===== config.mk =====
export PLATFORM = sky130hd
export DESIGN_NAME = mul8_seq_ctrl
export DESIGN_NICKNAME = d
export VERILOG_FILES = /design/src/rtl/mul8_seq_ctrl_pkg.sv /design/src/rtl/mul4_unit.sv /design/src/rtl/mul8_seq_ctrl.sv
export SDC_FILE = /design/constraint.sdc
export NUM_CORES = 1
export LEC_CHECK = 0
export CAP_MARGIN = 20
export CORE_ASPECT_RATIO = 1.5
export CORE_MARGIN = 1
export CORE_UTILIZATION = 50
export CTS_CLUSTER_DIAMETER = 100
export DETAILED_ROUTE_END_ITERATION = 10
export PLACE_DENSITY = 0.81
export SYNTH_ARGS = -nofsm -noshare
export SYNTH_HDL_FRONTEND = slang
export SYNTH_SLANG_ARGS = --single-unit

===== constraint.sdc =====
create_clock -name clk -period 16.7 [get_ports clk]
set_input_delay 3.34 -clock clk [delete_from_list [all_inputs] [get_ports clk]]
set_output_delay 3.34 -clock clk [all_outputs]
set_load 0.05 [all_outputs]

===== src/rtl/mul8_seq_ctrl_pkg.sv =====
// Shared types and constants for the sequential 8x8 multiplier controller.
//   state_e    : controller FSM states (idle / stepping / result held)
//   step_e     : partial-product steps in execution order
//   step_shift : left shift applied to each step's 4x4 product
package mul8_seq_ctrl_pkg;

    typedef enum logic [1:0] {
        StIdle = 2'd0,
        StStep = 2'd1,
        StDone = 2'd2
    } state_e;

    // Enumerator value doubles as the bit position in a step-enable mask.
    typedef enum logic [1:0] {
        StepLl = 2'd0,
        StepLh = 2'd1,
        StepHl = 2'd2,
        StepHh = 2'd3
    } step_e;

    localparam int unsigned NumSteps = 4;

    localparam int unsigned ShiftLl = 0;
    localparam int unsigned ShiftLh = 4;
    localparam int unsigned ShiftHl = 4;
    localparam int unsigned ShiftHh = 8;

    function automatic logic [3:0] step_shift(step_e s);
        logic [3:0] sh;
        sh = 4'd0;
        case (s)
            StepLl:  sh = 4'(ShiftLl);
            StepLh:  sh = 4'(ShiftLh);
            StepHl:  sh = 4'(ShiftHl);
            default: sh = 4'(ShiftHh);
        endcase
        return sh;
    endfunction

endpackage


===== src/rtl/mul4_unit.sv =====
// LUT-level 4x4 approximate multiplier, purely combinational.
// Built from four 2x2 blocks; each 2x2 block is exact except 3*3, which
// yields 7 instead of 9 so every block result fits in three bits.
//   a : 4-bit operand
//   b : 4-bit operand
//   p : 8-bit approximate product
module mul4_unit (
    input  logic [3:0] a,
    input  logic [3:0] b,
    output logic [7:0] p
);

    function automatic logic [3:0] mul2(logic [1:0] x, logic [1:0] y);
        logic [3:0] r;
        r = {2'b00, x} * {2'b00, y};
        if (x == 2'b11 && y == 2'b11) begin
            r = 4'd7;
        end
        return r;
    endfunction

    logic [3:0] pp_ll;
    logic [3:0] pp_lh;
    logic [3:0] pp_hl;
    logic [3:0] pp_hh;

    always_comb begin
        pp_ll = mul2(a[1:0], b[1:0]);
        pp_lh = mul2(a[1:0], b[3:2]);
        pp_hl = mul2(a[3:2], b[1:0]);
        pp_hh = mul2(a[3:2], b[3:2]);
        p = {4'h0, pp_ll}
          + ({4'h0, pp_lh} << 2)
          + ({4'h0, pp_hl} << 2)
          + ({4'h0, pp_hh} << 4);
    end

endmodule


===== src/rtl/mul8_seq_ctrl.sv =====
// Sequential 8x8 multiplier: one shared 4x4 approximate core is stepped over
// the LL, LH, HL, HH nibble products, accumulating one product per cycle.
//   clk, rst              : clock, synchronous active-high reset
//   in_valid/in_ready/a/b : operand request channel (accepted only in idle)
//   out_valid/out_ready/p : product response channel (p held until taken)
//   busy                  : high whenever the controller is not idle
// SKIP_ZERO skips steps with a zero operand nibble; TRUNC_LL never runs LL.
module mul8_seq_ctrl
    import mul8_seq_ctrl_pkg::*;
#(
    parameter bit SKIP_ZERO = 1'b1,
    parameter bit TRUNC_LL  = 1'b0
) (
    input  logic        clk,
    input  logic        rst,
    input  logic        in_valid,
    output logic        in_ready,
    input  logic [7:0]  a,
    input  logic [7:0]  b,
    output logic        out_valid,
    input  logic        out_ready,
    output logic [15:0] p,
    output logic        busy
);

    state_e      state_q;
    step_e       step_q;
    logic [7:0]  op_a_q;
    logic [7:0]  op_b_q;
    logic [15:0] acc_q;

    // Bit i of the mask enables step_e'(i).
    function automatic logic [3:0] step_enables(logic [7:0] x, logic [7:0] y);
        logic [3:0] en;
        en[0] = !(SKIP_ZERO && (x[3:0] == 4'h0 || y[3:0] == 4'h0)) && !TRUNC_LL;
        en[1] = !(SKIP_ZERO && (x[3:0] == 4'h0 || y[7:4] == 4'h0));
        en[2] = !(SKIP_ZERO && (x[7:4] == 4'h0 || y[3:0] == 4'h0));
        en[3] = !(SKIP_ZERO && (x[7:4] == 4'h0 || y[7:4] == 4'h0));
        return en;
    endfunction

    logic [3:0]  in_en;
    logic [3:0]  cur_en;
    logic        first_found;
    step_e       first_step;
    logic        next_found;
    step_e       next_step;
    logic [3:0]  nib_a;
    logic [3:0]  nib_b;
    logic [7:0]  core_p;
    logic [15:0] addend;

    // Nibble select: LL/LH use a_lo, HL/HH use a_hi; LL/HL use b_lo, LH/HH use b_hi.
    always_comb begin
        nib_a = (step_q == StepLl || step_q == StepLh) ? op_a_q[3:0] : op_a_q[7:4];
        nib_b = (step_q == StepLl || step_q == StepHl) ? op_b_q[3:0] : op_b_q[7:4];
    end

    mul4_unit u_mul4_unit (
        .a (nib_a),
        .b (nib_b),
        .p (core_p)
    );

    assign addend = {8'h00, core_p} << step_shift(step_q);

    // in_en picks the first step at capture; cur_en drives the walk during STEP.
    assign in_en  = step_enables(a, b);
    assign cur_en = step_enables(op_a_q, op_b_q);

    // Descending scan so the lowest qualifying step wins.
    always_comb begin
        first_found = 1'b0;
        first_step  = StepLl;
        next_found  = 1'b0;
        next_step   = StepLl;
        for (int i = 3; i >= 0; i--) begin
            if (in_en[i]) begin
                first_found = 1'b1;
                first_step  = step_e'(i[1:0]);
            end
            if (i > int'(step_q) && cur_en[i]) begin
                next_found = 1'b1;
                next_step  = step_e'(i[1:0]);
            end
        end
    end

    always_ff @(posedge clk) begin
        if (rst) begin
            state_q <= StIdle;
            step_q  <= StepLl;
            op_a_q  <= 8'h00;
            op_b_q  <= 8'h00;
            acc_q   <= 16'h0000;
        end else begin
            unique case (state_q)
                StIdle: begin
                    if (in_valid) begin
                        op_a_q  <= a;
                        op_b_q  <= b;
                        acc_q   <= 16'h0000;
                        // With nothing enabled the controller still spends one
                        // STEP cycle (adding nothing) so latency is never below one.
                        step_q  <= first_found ? first_step : StepLl;
                        state_q <= StStep;
                    end
                end
                StStep: begin
                    if (cur_en[step_q]) begin
                        acc_q <= acc_q + addend;
                    end
                    if (next_found) begin
                        step_q <= next_step;
                    end else begin
                        state_q <= StDone;
                    end
                end
                StDone: begin
                    if (out_ready) begin
                        state_q <= StIdle;
                    end
                end
                default: state_q <= StIdle;
            endcase
        end
    end

    assign in_ready  = (state_q == StIdle);
    assign out_valid = (state_q == StDone);
    assign busy      = (state_q != StIdle);
    assign p         = acc_q;

endmodule


==> impl_metrics.ini, run 1 <==
[setup_path]
crit_arrival_ns = 6.76
path_max_fanout = 6
startpoint = step_q[0]
r2r-start = step_q[0]
reg2reg_setup_slack_ns = 10.18
crit_type = reg -> reg
r2r_end = p[14]
cp-end-kind = flip-flop
ff2ff_path_depth = 27
cp.required_ns = 16.94
crit_top_cell = ha_1
start_kind = flip-flop
slowest_stage = fa_1
max_stage_delay_ns = 0.47
endpoint = p[14]

[die]
initial_core_util_pct = 52.1
core_area_mm2 = 0.00587
die_w_um = 65.9
die_h_um = 97.8
core.rowCount = 34
ios = 39
die_area_mm2 = 0.00644

[place]
dp_hpwl_um = 5670
gp_congestion = 0.894
portBuffers = 38
dp.cells = 488

[global_route]
grt_max_degree = 43
antenna_found_initial = 0
grt_pass1_vias = 2787
grt_pass1_wl_um = 12200
gr-total-overflow = 0
grtUsageTotal_pct = 24.0

[drt]
drc = 0
num_vias = 2891
vias_per_cell = 5.83
wl_per_cell_um = 14.7
antenna_left = 0
drtPass1Iterations = 5
routed_wirelength_um = 7280
drtIter0Drc = 117

[power_and_ir_drop]
vdd.ir_drop.worst_v = 0.0000606
power.leakage_nw = 1.50
power.total_mw = 0.236
p_per_area_mw_per_mm2 = 65.9

[finish]
layout-drive-gt1-share_pct = 4.25
layoutNonFillerInstCount = 496
diodes = 0
area_growth_pct = 17.1
final_cell_mix = nand2_1, a21oi_1, clkdlybuf4s50_1
fillCellCount = 515
final_common_cell = nand2_1
finalNetCount = 485

[synth]
synth-seq-cells = 36
yosys_warnings = 0
syn_nets = 452
ys.flop_type = dfxtp_1
synthArstFlopShare_pct = 0
syn_area_mm2 = 0.00306
synth_top_area_cell = dfxtp_1
ys_seq_area_share_pct = 23.6
synth-edff-count = 0
synthCells = 390
syn_avg_cell_area_um2 = 7.84
yosys.cell_types.count = 49
ys_top_cells_by_area = dfxtp_1, ha_1, a21oi_1, nand2_1, nor2_1
synth.top_cell.area_share_pct = 23.6

[clocking]
htree_levels = 2
cts_resized = 0
cts-root-buf = clkbuf_8
hold_buffers = 0
postCtsSetupBuffers = 0
clock_latency_ns = 0.29
cts_made_buffers = 5
cts_buffer_depth = 2
cts_tree = built
clk_pin_slew_ns = 0.07
cts_sinks = 36

[sta]
worst_slew_pin_slew_ns = 0.903
drv_slew = 0
min_period_ns = 6.52
finClkSkew_ns = 0.00855
hold_violations = 0
fmax_mhz = 153
relSlewSlack_pct = 39.7
rsz0062_at_grt = no
period_share_pct = 39.0
setup_viol_count_final = 0
setup_tns_ns = 0

[min_path]
min_path_type = reg -> reg
hold_depth = 2

[status]
run_status = finished, final reports clean

[run]
timing.max_cap.violations = 0
synth_stat cells, drive strengths merged, types with 2 or more instances:
cell / instances
xnor2: 8
nand2b: 5
a31oi: 2
nand2: 56
or4: 3
and2: 5
fa: 5
a21oi: 44
inv: 17
a221o: 3
ha: 37
nand4b: 3
o21bai: 4
nor2: 34
a22o: 3
o21a: 4
nor4: 9
nand4: 2
nor3b: 4
nand3: 16
buf: 3
o31ai: 3
or3: 2
a21o: 6
o21ai: 11
mux2i: 13
or2: 2
nor2b: 10
clkbuf: 10
nor3: 8
xor2: 8
dfxtp: 36
through the flow:
stage	cell area (um2)	util, %	hold slack, ns	setup WS (ns)
floorplan	3060	-	0.443	10.77
global placement	3490	59.4	0.458	10.45
detailed placement	3490	59.4	0.468	10.22
CTS	3580	61.0	0.478	10.18
global route	3580	61.0	0.494	9.58
finish	3580	61.0	0.475	10.18
critical path, delay by kind of cell (launching register included):
| family | cells | cell delay (ns) |
|---|---|---|
| AO/OA/AOI/OAI | 7 | 1.27 |
| multiplexers | 2 | 0.62 |
| AND/OR/NAND/NOR | 7 | 1.22 |
| adder cells (fa/ha/maj) | 8 | 2.51 |
| buffers and inverters | 2 | 0.18 |
| flip-flops | 1 | 0.43 |
| XOR/XNOR | 1 | 0.23 |
report_power, final:
| group | leakage [nW] | internal (mW) | switching, mW |
|---|---|---|---|
| clock | 0.0445 | 0.0335 | 0.0329 |
| combinational | 1.16 | 0.0274 | 0.0474 |
| sequential | 0.293 | 0.0904 | 0.00426 |
| total | 1.50 | 0.151 | 0.0845 |
kinds of logic after synthesis:
group / count (synthesis) / share of synthesized area, %
AO/OA/AOI/OAI: 89 / 18.7
XOR/XNOR: 16 / 4.58
adder cells (fa/ha/maj): 42 / 18.4
buffers and inverters: 30 / 3.72
flip-flops: 36 / 23.6
multiplexers: 13 / 4.50
AND/OR/NAND/NOR: 164 / 26.5
sequential cells by signal, summed over array words and instances (netlist names):
name / cells
op_a_q: 8
op_b_q: 8
p: 16
state_q: 2
step_q: 2
how the worst min path moves through the flow:
| stage | start | endpoint |
|---|---|---|
| finish | p[3] | p[3] |
| global route | op_a_q[0] | op_a_q[0] |
| CTS | op_a_q[3] | op_a_q[3] |
| detailed placement | op_b_q[5] | op_b_q[5] |
| global placement | p[3] | p[3] |
| floorplan | op_a_q[3] | op_a_q[3] |
cell type report:
type	instances	area [um2]	share of cell area, %
clock buffers	7	86.3	2.41
clock inverters	1	7.51	0.210
inverters	17	63.8	1.78
multi-input cells	324	2220	62.1
flip-flops and latches	36	721	20.1
well taps	72	90.1	2.52
repair buffers	39	388	10.8
metal layers:
layer | up-vias | wire, um | track usage [%]
met1 | 1376 | 3220 | 29.2
met5 | - | 0 | 0
met3 | 9 | 248 | 2.45
li1 | 1451 | - | -
met4 | 0 | 142 | 8.70
met2 | 55 | 3660 | 42.5
No activity file was read; power rests on OpenSTA's default activity.
==> inputs of run 2 (changes only) <==
Clock period 16.7 ns to 6.73 ns, I/O delays scaled along.
==> impl_metrics.ini, run 2 (synthesis results as in run 1) <==
[status]
run_status = finished, final reports clean

[global_route]
use_met2_pct = 42.5
antenna_found_initial = 0
grtUsageMet3_pct = 2.22
grt_util_met1_pct = 29.0
grtUsageTotal_pct = 24.3
busiest_layer = met2
gr-total-overflow = 0
grt_pass1_wl_um = 12400
grt_max_degree = 43
grt_pass1_vias = 2832

[clocking]
htree_levels = 2
clock_latency_ns = 0.29
clk_pin_slew_ns = 0.07
cts_buffer_depth = 2
cts-root-buf = clkbuf_8
cts_sinks = 36
cts_tree = built
cts_made_buffers = 5

[sta]
min_period_ns = 6.17
hold_violations = 0
period_share_pct = 91.7
setup_viol_count_final = 0
setup_tns_ns = 0
worst_slew_pin_slew_ns = 0.926
worst_slack_ns = 0.561
rsz0062_at_grt = no
finClkSkew_ns = 0.00450
drv_slew = 0
fmax_mhz = 162
relSlewSlack_pct = 38.2

[drt]
routed_wirelength_um = 7500
num_vias = 2903
wl_per_cell_um = 15.0
drtPass1Iterations = 4
antenna_left = 0
vias_per_cell = 5.79
drc = 0
drtIter0Drc = 155

[die]
core.rowCount = 34
die_area_mm2 = 0.00644
initial_core_util_pct = 52.1
die_w_um = 65.9
die_h_um = 97.8
core_area_mm2 = 0.00587
ios = 39

[place]
gp_congestion = 0.930
post-place-ws_ns = 0.184
dpl-instance-area_mm2 = 0.00350
dp_hpwl_um = 5650
portBuffers = 38

[setup_path]
max_stage_delay_ns = 0.54
start_kind = flip-flop
cp-end-kind = flip-flop
crit_top_cell = ha_1
path_max_fanout = 6
crit_type = reg -> reg
slowest_stage = fa_1
critPathTopFamily = adder cells
crit_arrival_ns = 6.41
cp.required_ns = 6.97
cp.buffers_inverters = 2

[finish]
diodes = 0
final_cell_mix = nand2_1, a21oi_1, clkdlybuf4s50_1
design_area_mm2 = 0.00368
largest_reg_flops = 16
finalNetCount = 490
final_util_pct = 62.8
area_growth_pct = 20.4
layout-drive-gt1-share_pct = 7.23
final_common_cell = nand2_1

[power_and_ir_drop]
p_per_area_mw_per_mm2 = 163
power.leakage_nw = 1.54
vdd.ir_drop.worst_v = 0.000137

[run]
timing.max_cap.violations = 0

[min_path]
min_path_type = reg -> reg
==> run 2: final cells by class <==
type / instances / area, um2
clock buffers: 7 / 86.3
clock inverters: 1 / 7.51
fillers: 506 / 2190
inverters: 17 / 63.8
multi-input cells: 324 / 2290
flip-flops and latches: 36 / 723
well taps: 72 / 90.1
repair buffers: 44 / 425
==> run 2: where the power goes <==
part	internal [mW]	switching, mW	total [mW]	leakage, nW
combinational	0.0791	0.122	0.201	1.20
clock	0.0832	0.0797	0.163	0.0445
sequential	0.225	0.0121	0.237	0.294
==> run 2: path summary, 6_finish.rpt <==
kind / start / slack, ns / cells after the start / endpoint
setup / recovery: step_q[1] / 0.56 / 27 / p[14]
hold / removal: op_b_q[6] / 0.48 / 2 / op_b_q[6]
setup reg to reg: step_q[1] / 0.56 / 27 / p[14]
hold reg to reg: op_b_q[6] / 0.48 / 2 / op_b_q[6]
==> run 2: metal layers <==
layer | up-vias | wire length, um
met4 | 0 | 194
met2 | 47 | 3870
li1 | 1461 | -
met1 | 1379 | 3270
met3 | 16 | 167
met5 | - | 0
==> run 2: worst min-delay path: cells and delay by family (launching register included) <==
kind	cells	cell delay, ns
and+or+nand+nor	1	0.06
AOI/OAI and AO/OA	1	0.06
DFF	1	0.32
==> run 2: through the flow <==
step,hold WS [ns],cells,power (mW)
after floorplan,0.443,390,0.373
after global placement,0.453,490,0.421
after detailed placement,0.468,490,0.425
after CTS,0.475,498,0.586
after global routing,0.503,501,0.633
final,0.481,501,0.601
==> run 2: what timing repair did <==
action,in CTS,in global routing
endpoints found under the setup margin,0,8
resized for setup,0,16
hold endpoints to repair,0,0
hold buffers,0,0
buffers inserted,0,3
